## src/rtl/fetch_seq_pkg.sv

```systemverilog
// rtl/fetch_seq_pkg.sv - shared types and constants for the fetch sequencer
package fetch_seq_pkg;

  typedef enum logic [2:0] {
    ST_FETCH_HI,
    ST_FETCH_LO,
    ST_DATA,
    ST_EXEC,
    ST_HALTED
  } state_e;

  typedef enum logic [1:0] {
    ADDR_PC,
    ADDR_PC1,
    ADDR_DP
  } addr_sel_e;

  localparam logic [7:0]  OPC_HALT = 8'h01;
  localparam logic [7:0]  OPC_TRAP = 8'h02;
  localparam logic [15:0] SRC_MASK = 16'hC600;
  localparam logic [15:0] SRC_DATA = 16'h8200;

  function automatic logic is_data_src(input logic [15:0] word);
    return (word & SRC_MASK) == SRC_DATA;
  endfunction

  function automatic logic [15:0] inst_len(input logic [15:0] word);
    return word[15] ? 16'd2 : 16'd1;
  endfunction

  function automatic logic is_fetch_state(input state_e st);
    return (st == ST_FETCH_HI) || (st == ST_FETCH_LO) || (st == ST_DATA);
  endfunction

endpackage

```

## src/rtl/fetch_sequencer_if.sv

```systemverilog
// rtl/fetch_sequencer_if.sv - byte-wide memory read port between sequencer and memory
interface fetch_sequencer_if;
  logic        mem_req;
  logic [15:0] mem_addr;
  logic [7:0]  mem_rdata;
  logic        mem_ack;

  modport master (
    output mem_req,
    output mem_addr,
    input  mem_rdata,
    input  mem_ack
  );

  modport slave (
    input  mem_req,
    input  mem_addr,
    output mem_rdata,
    output mem_ack
  );
endinterface

```

## src/rtl/fetch_sequencer_operand_addr_gen.sv

```systemverilog
// rtl/fetch_sequencer_operand_addr_gen.sv - memory address mux over pc, pc+1 and dp+offset
module operand_addr_gen
  import fetch_seq_pkg::*;
(
  input  addr_sel_e   sel_i,
  input  logic [15:0] pc_i,
  input  logic [15:0] dp_i,
  input  logic [7:0]  offset_i,
  output logic [15:0] addr_o
);
  logic [15:0] pc_inc;
  logic [15:0] dp_off;

  // Both sums wrap mod 2^16, so pc=FFFF fetches its low byte from 0000.
  assign pc_inc = pc_i + 16'd1;
  assign dp_off = dp_i + {8'h00, offset_i};

  always_comb begin
    addr_o = pc_i;
    case (sel_i)
      ADDR_PC:  addr_o = pc_i;
      ADDR_PC1: addr_o = pc_inc;
      ADDR_DP:  addr_o = dp_off;
      default:  addr_o = pc_i;
    endcase
  end
endmodule

```

## src/rtl/fetch_sequencer.sv

```systemverilog
// rtl/fetch_sequencer.sv - instruction fetch/execute sequencer owning PC, halt and trap flow
// FETCH_SEQ_SINGLE_STEP_EN adds a step input and parks in HALTED after every executed instruction.
module fetch_sequencer
  import fetch_seq_pkg::*;
#(
  parameter logic [15:0] RESET_PC    = 16'h0000,
  parameter logic [15:0] TRAP_VECTOR = 16'h0004
) (
  input  logic              clk,
  input  logic              rst,
  fetch_sequencer_if.master mem,
  input  logic [15:0]       dp,
  output logic [15:0]       inst,
  output logic [7:0]        data,
  output logic              dec_en,
  input  logic              exec_busy,
  input  logic              pc_load,
  input  logic [15:0]       pc_target,
  output logic [15:0]       pc,
  input  logic              run,
  output logic              halted,
  output logic              trap_pulse
`ifdef FETCH_SEQ_SINGLE_STEP_EN
  ,
  input  logic              step
`endif
);
  state_e      state_q, state_d;
  logic [15:0] pc_q, pc_d;
  logic [15:0] inst_q, inst_d;
  logic [7:0]  data_q, data_d;
  logic        trap_q, trap_d;
  logic        req_q;
  logic        dec_en_q;
  logic        halted_q;
  logic        xfer;
  logic        resume;
  addr_sel_e   addr_sel;
  logic [15:0] addr_raw;

`ifdef FETCH_SEQ_SINGLE_STEP_EN
  localparam bit STEP_MODE = 1'b1;
  assign resume = run | step;
`else
  localparam bit STEP_MODE = 1'b0;
  assign resume = run;
`endif

  // An ack only counts while a request is actually outstanding.
  assign xfer = req_q & mem.mem_ack;

  always_comb begin
    case (state_q)
      ST_FETCH_LO: addr_sel = ADDR_PC1;
      ST_DATA:     addr_sel = ADDR_DP;
      default:     addr_sel = ADDR_PC;
    endcase
  end

  operand_addr_gen u_addr_gen (
    .sel_i    (addr_sel),
    .pc_i     (pc_q),
    .dp_i     (dp),
    .offset_i (inst_q[7:0]),
    .addr_o   (addr_raw)
  );

  always_comb begin
    state_d = state_q;
    pc_d    = pc_q;
    inst_d  = inst_q;
    data_d  = data_q;
    trap_d  = 1'b0;
    case (state_q)
      ST_FETCH_HI: begin
        if (xfer) begin
          inst_d  = {mem.mem_rdata, 8'h00};
          state_d = mem.mem_rdata[7] ? ST_FETCH_LO : ST_EXEC;
        end
      end
      ST_FETCH_LO: begin
        if (xfer) begin
          inst_d  = {inst_q[15:8], mem.mem_rdata};
          state_d = is_data_src({inst_q[15:8], mem.mem_rdata}) ? ST_DATA : ST_EXEC;
        end
      end
      ST_DATA: begin
        if (xfer) begin
          data_d  = mem.mem_rdata;
          state_d = ST_EXEC;
        end
      end
      ST_EXEC: begin
        // Halt and trap outrank pc_load; pc_load outranks the sequential step.
        if (!exec_busy) begin
          if (inst_q[15:8] == OPC_HALT) begin
            pc_d    = pc_q + 16'd1;
            state_d = ST_HALTED;
          end else if (inst_q[15:8] == OPC_TRAP) begin
            pc_d    = TRAP_VECTOR;
            trap_d  = 1'b1;
            state_d = ST_FETCH_HI;
          end else begin
            pc_d    = pc_load ? pc_target : pc_q + inst_len(inst_q);
            state_d = STEP_MODE ? ST_HALTED : ST_FETCH_HI;
          end
        end
      end
      ST_HALTED: begin
        if (resume) begin
          state_d = ST_FETCH_HI;
        end
      end
      default: state_d = ST_FETCH_HI;
    endcase
  end

  // Outputs are registered from the next state, so reset forces them all low at once.
  always_ff @(posedge clk or posedge rst) begin
    if (rst) begin
      state_q  <= ST_FETCH_HI;
      pc_q     <= RESET_PC;
      inst_q   <= 16'h0000;
      data_q   <= 8'h00;
      trap_q   <= 1'b0;
      req_q    <= 1'b0;
      dec_en_q <= 1'b0;
      halted_q <= 1'b0;
    end else begin
      state_q  <= state_d;
      pc_q     <= pc_d;
      inst_q   <= inst_d;
      data_q   <= data_d;
      trap_q   <= trap_d;
      req_q    <= is_fetch_state(state_d);
      dec_en_q <= (state_d == ST_EXEC);
      halted_q <= (state_d == ST_HALTED);
    end
  end

  assign mem.mem_req  = req_q;
  assign mem.mem_addr = req_q ? addr_raw : 16'h0000;
  assign inst         = inst_q;
  assign data         = data_q;
  assign dec_en       = dec_en_q;
  assign pc           = pc_q;
  assign halted       = halted_q;
  assign trap_pulse   = trap_q;
endmodule

```

## src/flat_wrapper.sv

```systemverilog
// flat-port wrapper written by rule: the top's interface ports become plain ports
module fetch_sequencer_flat import fetch_seq_pkg::*;
#(
  parameter logic [15:0] RESET_PC    = 16'h0000,
  parameter logic [15:0] TRAP_VECTOR = 16'h0004
)
  (clk, rst, dp, inst, data, dec_en, exec_busy, pc_load, pc_target, pc, run, halted, trap_pulse, mem_mem_req, mem_mem_addr, mem_mem_rdata, mem_mem_ack);
  fetch_sequencer_if mem_i ();
  input  logic clk;
  input  logic rst;
  input  logic [15:0] dp;
  output logic [15:0] inst;
  output logic [7:0] data;
  output logic dec_en;
  input  logic exec_busy;
  input  logic pc_load;
  input  logic [15:0] pc_target;
  output logic [15:0] pc;
  input  logic run;
  output logic halted;
  output logic trap_pulse;
  output wire logic [$bits(mem_i.mem_req)-1:0] mem_mem_req;
  output wire logic [$bits(mem_i.mem_addr)-1:0] mem_mem_addr;
  input wire logic [$bits(mem_i.mem_rdata)-1:0] mem_mem_rdata;
  input wire logic [$bits(mem_i.mem_ack)-1:0] mem_mem_ack;
  assign mem_mem_req = mem_i.mem_req;
  assign mem_mem_addr = mem_i.mem_addr;
  assign mem_i.mem_rdata = mem_mem_rdata;
  assign mem_i.mem_ack = mem_mem_ack;
  fetch_sequencer #(.RESET_PC(RESET_PC), .TRAP_VECTOR(TRAP_VECTOR)) u_core (.clk(clk), .rst(rst), .mem(mem_i), .dp(dp), .inst(inst), .data(data), .dec_en(dec_en), .exec_busy(exec_busy), .pc_load(pc_load), .pc_target(pc_target), .pc(pc), .run(run), .halted(halted), .trap_pulse(trap_pulse));
endmodule
```

## config.mk

```make
export PLATFORM = sky130hd
export DESIGN_NAME = fetch_sequencer_flat
export DESIGN_NICKNAME = d
export VERILOG_FILES = /design/src/rtl/fetch_seq_pkg.sv /design/src/rtl/fetch_sequencer_if.sv /design/src/rtl/fetch_sequencer_operand_addr_gen.sv /design/src/rtl/fetch_sequencer.sv /design/src/flat_wrapper.sv
export SDC_FILE = /design/constraint.sdc
export NUM_CORES = 1
export LEC_CHECK = 0
export CAP_MARGIN = 5
export CORE_ASPECT_RATIO = 1.1
export CORE_MARGIN = 5
export CORE_UTILIZATION = 28
export CTS_CLUSTER_SIZE = 8
export DETAILED_ROUTE_END_ITERATION = 12
export SYNTH_ARGS = -nofsm -noshare
export SYNTH_HDL_FRONTEND = slang
export SYNTH_SLANG_ARGS = --single-unit
```

## constraint.sdc

```tcl
create_clock -name clk -period 3.8 [get_ports clk]
set_input_delay 0.95 -clock clk [delete_from_list [all_inputs] [get_ports clk]]
set_output_delay 0.95 -clock clk [all_outputs]
set_load 0.1 [all_outputs]
```

# == After elaboration in Yosys (flattened, before gate mapping) ==
# Cells that the tools add are included.
# op_classes
n_bitwise,3
mux,23
add_sub_neg,3
n_reduce_logical,9
eq_ne,15
# ops
op,n
two-way mux 16 bit,5
one-hot mux 16 bit (2 select lines),2
two-way mux 3 bit,6
"adder 16 x 1 -> 16 bit, second input constant",1
adder 16 bit,1
adder 16 x 8 -> 16 bit,1
one-hot mux 3 bit (5 select lines),1
"equality test 3 x 2 -> 1 bit, second input constant",4
"equality test 8 x 1 -> 1 bit, second input constant",1
"equality test 8 x 2 -> 1 bit, second input constant",1
two-way mux 8 bit,1
"equality test 3 x 1 -> 1 bit, second input constant",2
"equality test 3 bit, second input constant",2
zero test 3 bit,2
AND reduction 3 bit,2
two-way mux 1 bit,5
"equality test 4 bit, second input constant",1
two-way mux 2 bit,2
"!= test 2 x 1 -> 1 bit, second input constant",2
one-hot mux 2 bit (2 select lines),1
AND reduction 2 bit,2
"equality test 2 x 1 -> 1 bit, second input constant",1
"equality test 2 bit, second input constant",1
logical OR 1 bit,2
other kinds (3),4
# word_totals
output_inout_bits,60
register_bits,47
in_bits,46

# == Longest topological paths before layout ==
# Gate-level depths: netlist of the first run.
# logic_depth
word_depth,7
ltp_mapped,10
ltp_nobuf,9

# == Cells and area by module ==
# A second synthesis of the first run with hierarchy kept.
# unflattened
hier_cells,461
area_unflattened_um2,3927.5
# by_module_without_submodules
mod,area_per_inst_um2,instances,seq_area_each_um2,cells_per_inst
fetch_sequencer,2768.9,1,1176.1,290
operand_addr_gen,1158.6,1,0.0,171

# == Worst setup path before layout of the first run ==
# No wires, ideal clock.
# synth_path
kind,flip-flop to output port
startpoint,register u_core.inst_q[7] (netlist: u_core.inst[7])
endpoint,output mem_mem_addr[13]
setup_slack_ps,-1654
path_buffers,0
t_arrival_ps,4504
stages_incl_launch_ff,8
t_required_ps,2850
cell_sequence,dfrtp_1 -> ha_1 -> a21oi_1 -> o211ai_1 -> o21ai_0 -> xnor2_1 -> a31oi_1 -> a211oi_1
# synth_between
elab_chain_cells,3
# synth_rtl
item,line_no,source
from (decl),fetch_sequencer.sv:30,"logic [15:0] inst_q, inst_d;"
from (signal assigned),fetch_sequencer.sv:132,inst_q <= inst_d;
adder 16 x 8 -> 16 bit,fetch_sequencer_operand_addr_gen.sv:16,"assign dp_off = dp_i + {8'h00, offset_i};"
one-hot mux 16 bit (2 select lines),fetch_sequencer_operand_addr_gen.sv:20,case (sel_i)
two-way mux 16 bit,fetch_sequencer.sv:142,assign mem.mem_addr = req_q ? addr_raw : 16'h0000;
to (decl),flat_wrapper.sv:23,output wire logic [$bits(mem_i.mem_addr)-1:0] mem_mem_addr;
# No other way between the ends.

# == Worst setup path after layout of the first run ==
# layout_path
startpoint,input dp[0]
endpoint,output mem_mem_addr[6]
# layout_between
elab_chain_cells,3
# layout_rtl
item,line_no,source
from (decl),flat_wrapper.sv:11,input logic [15:0] dp;
adder 16 x 8 -> 16 bit,fetch_sequencer_operand_addr_gen.sv:16,
one-hot mux 16 bit (2 select lines),fetch_sequencer_operand_addr_gen.sv:20,
two-way mux 16 bit,fetch_sequencer.sv:142,
# No other way between the ends.

==> summary.md, run 1 <==
| Metric | Value |
|---|---|
| Syn_nets | 510 |
| Post-synthesis cell count | 448 |
| Most used DFF post-synth | dfrtp_1 |
| Num ports | 106 |
| Fillers | 1266 |
| Syn Area/Cell | 8.30 um2 |
| Post-synthesis async set-or-reset flop share | 1.00 |
| Hold path start | u_core.data[6] |
| DIE AREA | 0.0157 mm2 |
| First-pass GRT wire length | 21.6 mm |
| N_diodes | 0 |
| Grt total ovfl | 0 |
| R2R Setup Slk | 1.08 ns |
| Core ar. | 0.0131 mm2 |
| Hold Slack | 0.510 ns |
| Number of H-tree levels | 2 |
| CP Max Fanout | 3 |
| Synth Register Bits | 47 |
| Vias/cell | 5.36 |
| Seq/Total Area, Yosys | 0.316 |
| Post-DP HPWL | 10.1 mm |
| Nets@finish | 639 |
| Clk Tree Root Cell | clkbuf_16 |
| Clock Skew | 0.00929 ns |
| Gpl congestion | 0.868 |
| Slew Limit Fails | 0 |
| DR DRC count | 0 |
| Clock latency on the worst-skew pair | 0.29 ns |
| CP arrival | 2.81 ns |
| Clock slew at reported path FFs | 0.07 ns |
| Worst Path Class, Setup | in -> out |
| Std-Cell Rows | 44 |
| Antenna violations before repair | 0 |
| CP required | 2.85 ns |
| CP Launch Point | dp[0] |
| Starting DRT DRC Count | 193 |
| Clk sinks | 47 |
| DR pass1 iterations | 4 |
| Starting Density | 0.284 |
| # port buffers | 105 |
| Ratio of final minimum period to clock period | 0.990 |
| Rel. slew slack | 0.335 |
| Number of global-route vias before repair | 4233 |
| Post-DRT Antenna Nets | 0 |
| Status | finished, final reports clean |
| Netlist cell types | 59 |
| Max-Cap Viols | 0 |
| Die width | 120 um |
| Post-synth EDFFs | 0 |
| Cell area after synthesis | 0.00372 mm2 |
| DR WL/cell | 18.2 um |
| GRT Overall Usage | 0.172 |
| CTS Buffer Depth | 2 |
| FF-to-FF Start | u_core.inst[15] |
| Worst-Margin Slew | 0.995 ns |
| Peak Freq | 266 MHz |
| YS warnings | 0 |
| Die Span Y | 131 um |
| Final min period | 3.76 ns |
| Setup violators final | 0 |
| RSZ-0062 raised after global routing | yes |
| Total number of vias | 3963 |
| Setup crit end kind | primary output |
| Largest net degree at the start of global routing | 48 |
| Num CTS Buffers | 5 |
| Fraction of layout cells with a size suffix above 1 | 0.296 |
| Area Overhead vs Synth | 59.0% |
| Worst hold path type | reg -> reg |
| Final wirelength | 13.4 mm |
| Worst setup SP type | input port |
| CTS tree | yes |
| Final Hold Viols | 0 |
-- critical path: stages --
cell,delay (ns)
buf_6,0.07
ha_4,0.13
inv_2,0.04
fa_2,0.41
nor2b_4,0.16
o31ai_4,0.09
a21boi_1,0.21
nor3_1,0.07
nand3b_1,0.22
a31oi_4,0.26
buf_12,0.20
-- logic make-up (layout without fill, tap and decap cells) --
| group | after synthesis | in the layout | share of synthesized area |
|---|---|---|---|
| simple gates | 153 | 153 | 0.212 |
| compound gates | 135 | 135 | 0.235 |
| buf+inv | 50 | 180 | 0.0565 |
| flops | 47 | 47 | 0.316 |
| xor+xnor | 26 | 26 | 0.0612 |
| mux | 21 | 21 | 0.0616 |
| fa+ha+maj | 16 | 16 | 0.0579 |
-- state kept, by name, indices dropped and copies added (netlist names) --
name                count
u_core.pc              16
u_core.trap_pulse       1
u_core.inst            16
u_core.dec_en           1
u_core.mem.mem_req      1
u_core.data             8
u_core.state_q          3
u_core.halted           1
-- cell usage after synthesis, drive strengths merged, types with 2 or more instances --
cell,number,share of area
a22oi,3,0.0061
nor2b,3,0.0050
a22o,8,0.019
ha,14,0.047
nor3b,2,0.0054
nor2,22,0.024
a31oi,5,0.0084
xor2,8,0.019
nor4b,2,0.0064
or3,7,0.012
a21o,8,0.016
nand2,42,0.042
a221oi,4,0.0094
clkbuf,14,0.014
o21ai,39,0.052
xnor2,18,0.042
and3,8,0.013
fa,2,0.011
and2,8,0.013
and4,2,0.0047
a21oi,31,0.042
buf,14,0.020
o221ai,3,0.0071
o211ai,3,0.0074
o311ai,3,0.0071
nand2b,5,0.0084
nor3,22,0.031
dfrtp,47,0.32
nor4,2,0.0034
mux2,15,0.045
a211oi,6,0.012
inv,22,0.022
o41ai,3,0.0071
nand4,6,0.010
a221o,2,0.0054
nand3b,2,0.0040
o21a,3,0.0061
o22ai,5,0.0084
mux2i,6,0.016
nand3,20,0.028
o31ai,2,0.0040
-- metrics by stage --
step | instance area [um2] | util | setup slack, ns | setup TNS (ns) | std cells
after floorplan | 3870 | - | -0.701 | -0.885 | 448
after global placement | 5400 | 0.412 | -0.467 | -4.24 | 725
after detailed placement | 5400 | 0.412 | -0.525 | -4.80 | 725
after CTS | 5830 | 0.445 | -0.0174 | -0.0279 | 735
after global routing | 5920 | 0.451 | -0.0489 | -0.129 | 739
final | 5920 | 0.451 | 0.0362 | 0 | 739
-- final cells by class --
class,instances,area [um2],share of cell area
clock buffer,5,125,0.0212
clock inverter,3,67.6,0.0114
inverter,22,86.3,0.0146
multi-input combinational,351,2780,0.470
sequential,47,1180,0.199
tap,161,201,0.0341
timing repair buffer,150,1480,0.250
-- timing repair --
item                       in CTS  in global routing
hold buffers                    0                  0
setup endpoints to repair      15                 14
buffers inserted                4                  4
gates resized for setup        54                 27
pin swaps                      29                 25
-- path summary, 6_finish.rpt --
check	depth (start not counted)	end
max	11	mem_mem_addr[6]
max reg2reg	9	u_core.pc[14]
min reg2reg	1	u_core.data[6]
min in group asynchronous	2	u_core.data[3]
min	1	u_core.data[6]
max in group asynchronous	2	u_core.inst[0]
-- layout by cell type, fill, tap and decap left out, types with 6 or more instances in the layout --
cell type        instances
buf_12                  16
xnor2_1                 15
a21oi_1                 27
dfrtp_1                 46
ha_4                     8
and3_1                   7
o21ai_0                 34
inv_1                   18
xor2_1                   6
mux2_2                  15
clkdlybuf4s50_1         61
nor2_1                  19
or3_1                    7
a21o_1                   7
nand3_1                 17
nand4_1                  6
nand2_1                 42
mux2i_1                  6
buf_4                   62
a22o_1                   8
nor3_1                  20
-- routing by layer --
| metal | track usage | wire [um] |
|---|---|---|
| met1 | 0.202 | 5450 |
| met2 | 0.309 | 6840 |
| met3 | 0.0435 | 849 |
| met4 | 0.0573 | 268 |
| met5 | 0 | 0 |
Power of run 1 is left out: the tool's default activity adds up to more than one toggle a clock period on the data nets, which glitch-free logic cannot reach.
==> run 2, diff against run 1 <==
- CORE_MARGIN: 5 -> unset
- CORE_UTILIZATION: 28 -> 45
- PLACE_DENSITY: unset -> 0.76
==> summary.md, run 2 (synthesis results as in run 1) <==
| Metric | Value |
|---|---|
| Gpl congestion | 0.914 |
| Total number of vias | 4029 |
| Final setup margin | 0.0333 ns |
| Clk sinks | 47 |
| Core ar. | 0.00796 mm2 |
| Final min period | 3.77 ns |
| Vias/cell | 5.88 |
| Largest net degree at the start of global routing | 48 |
| CP arrival | 2.82 ns |
| Die Span Y | 97.4 um |
| Worst-Margin Slew | 0.993 ns |
| Max incr delay on CP | 0.41 ns |
| Worst path bufs/invs | 4 |
| CP required | 2.85 ns |
| Post-DP HPWL | 8.98 mm |
| Setup crit end kind | primary output |
| Post-DRT Antenna Nets | 0 |
| CTS tree | yes |
| DIE AREA | 0.00863 mm2 |
| Starting Density | 0.468 |
| Final Hold Viols | 0 |
| Layout Cells excl Fill | 685 |
| Dpl ws | -0.505 ns |
| Fillers | 625 |
| Grt total ovfl | 0 |
| GRT Overall Usage | 0.294 |
| Status | finished, final reports clean |
| Worst setup SP type | input port |
| First-pass GRT wire length | 19.8 mm |
| Clock Skew | 0.0102 ns |
| Num CTS Buffers | 5 |
| N_diodes | 0 |
| CTS Buffer Depth | 2 |
| Area Overhead vs Synth | 51.3% |
| Final wirelength | 12.0 mm |
| Rel. slew slack | 0.336 |
| Cell family with most CP delay | adder cells |
| DR pass1 iterations | 5 |
| Ratio of final minimum period to clock period | 0.991 |
| Placed insts | 672 |
| CP Max Fanout | 4 |
| Clock latency on the worst-skew pair | 0.31 ns |
| Clock slew at reported path FFs | 0.08 ns |
| DR WL/cell | 17.6 um |
| DR DRC count | 0 |
| CP Cell Sequence | buf_6, ha_4, inv_2, fa_2, nor2b_4, o31ai_4, a31oi_1, buf_4, xor2_1, nand3_1, a21oi_4, buf_12 |
| # port buffers | 105 |
| Setup violators final | 0 |
| Commonest cells after routing, fill and taps aside | clkdlybuf4s50_1 (63), buf_4 (63), dfrtp_1 (46) |
| Slew Limit Fails | 0 |
| Nets@finish | 639 |
| Number of H-tree levels | 2 |
| Die width | 88.7 um |
| Fraction of layout cells with a size suffix above 1 | 0.269 |
| Max-Cap Viols | 0 |
| Worst Path Class, Setup | in -> out |
| Antenna violations before repair | 0 |
| Number of global-route vias before repair | 4012 |
| Peak Freq | 265 MHz |
| Starting DRT DRC Count | 197 |
| Worst hold path type | reg -> reg |
| RSZ-0062 raised after global routing | yes |
| Clk Tree Root Cell | clkbuf_8 |
| Std-Cell Rows | 34 |
| Num ports | 106 |
| CP max-delay cell | fa_2 |
## run 2: changes by cell type in the layout (fill, tap and decap cells not counted), moves of 3 or more
cell,previous run,this run
clkbuf_8,0,6
clkbuf_16,5,0
a31oi_1,1,4
buf_2,2,7
buf_6,4,1
clkbuf_2,5,0
## run 2: what timing repair did
item                       CTS  global route
cloned                       0             0
pin swaps                   22            13
buffers inserted             4             2
gates resized for setup     52            12
hold buffers                 0             0
setup endpoints to repair   15            12
## run 2: per-stage QoR
| stage | setup TNS [ns] | area, um2 | util | hold slack (ns) |
|---|---|---|---|---|
| 6_report | 0 | 5630 | 0.708 | 0.510 |
| 5_1_grt | -0.0414 | 5630 | 0.708 | 0.528 |
| 2_1_floorplan | -0.885 | 3870 | - | 0.518 |
| 3_5_place_dp | -4.49 | 5330 | 0.670 | 0.494 |
| 3_3_place_gp | -3.57 | 5330 | 0.670 | 0.487 |
| 4_1_cts | 0 | 5550 | 0.698 | 0.513 |
## run 2: path summary, 6_finish.rpt
| check | startpoint | end | slack [ns] | cells past startpoint |
|---|---|---|---|---|
| setup / recovery | dp[0] | mem_mem_addr[8] | 0.03 | 12 |
| hold / removal | u_core.data[6] | u_core.data[6] | 0.51 | 1 |
| setup reg to reg | u_core.inst[15] | u_core.pc[14] | 1.10 | 9 |
| hold reg to reg | u_core.data[6] | u_core.data[6] | 0.51 | 1 |
| max in group asynchronous | rst | u_core.inst[0] | 1.96 | 2 |
| min in group asynchronous | rst | u_core.data[6] | 1.18 | 2 |
## run 2: layer usage
metal	global-route usage	routed length [um]	vias to the layer above
met5	0	0	-
met4	0.0968	276	0
met3	0.0535	677	26
met2	0.516	6300	152
met1	0.355	4790	1956
li1	-	-	1895
## run 2: final cells by class
cell class | instances | area, um2 | share of cell area
multi-input cells | 351 | 2680 | 0.475
flip-flops and latches | 47 | 1180 | 0.209
clock inverters | 1 | 5.00 | 0.000889
inverters | 22 | 82.6 | 0.0147
well taps | 108 | 135 | 0.0240
clock buffers | 6 | 82.6 | 0.0147
repair buffers | 150 | 1470 | 0.261
Power of run 2 is left out for the same reason.
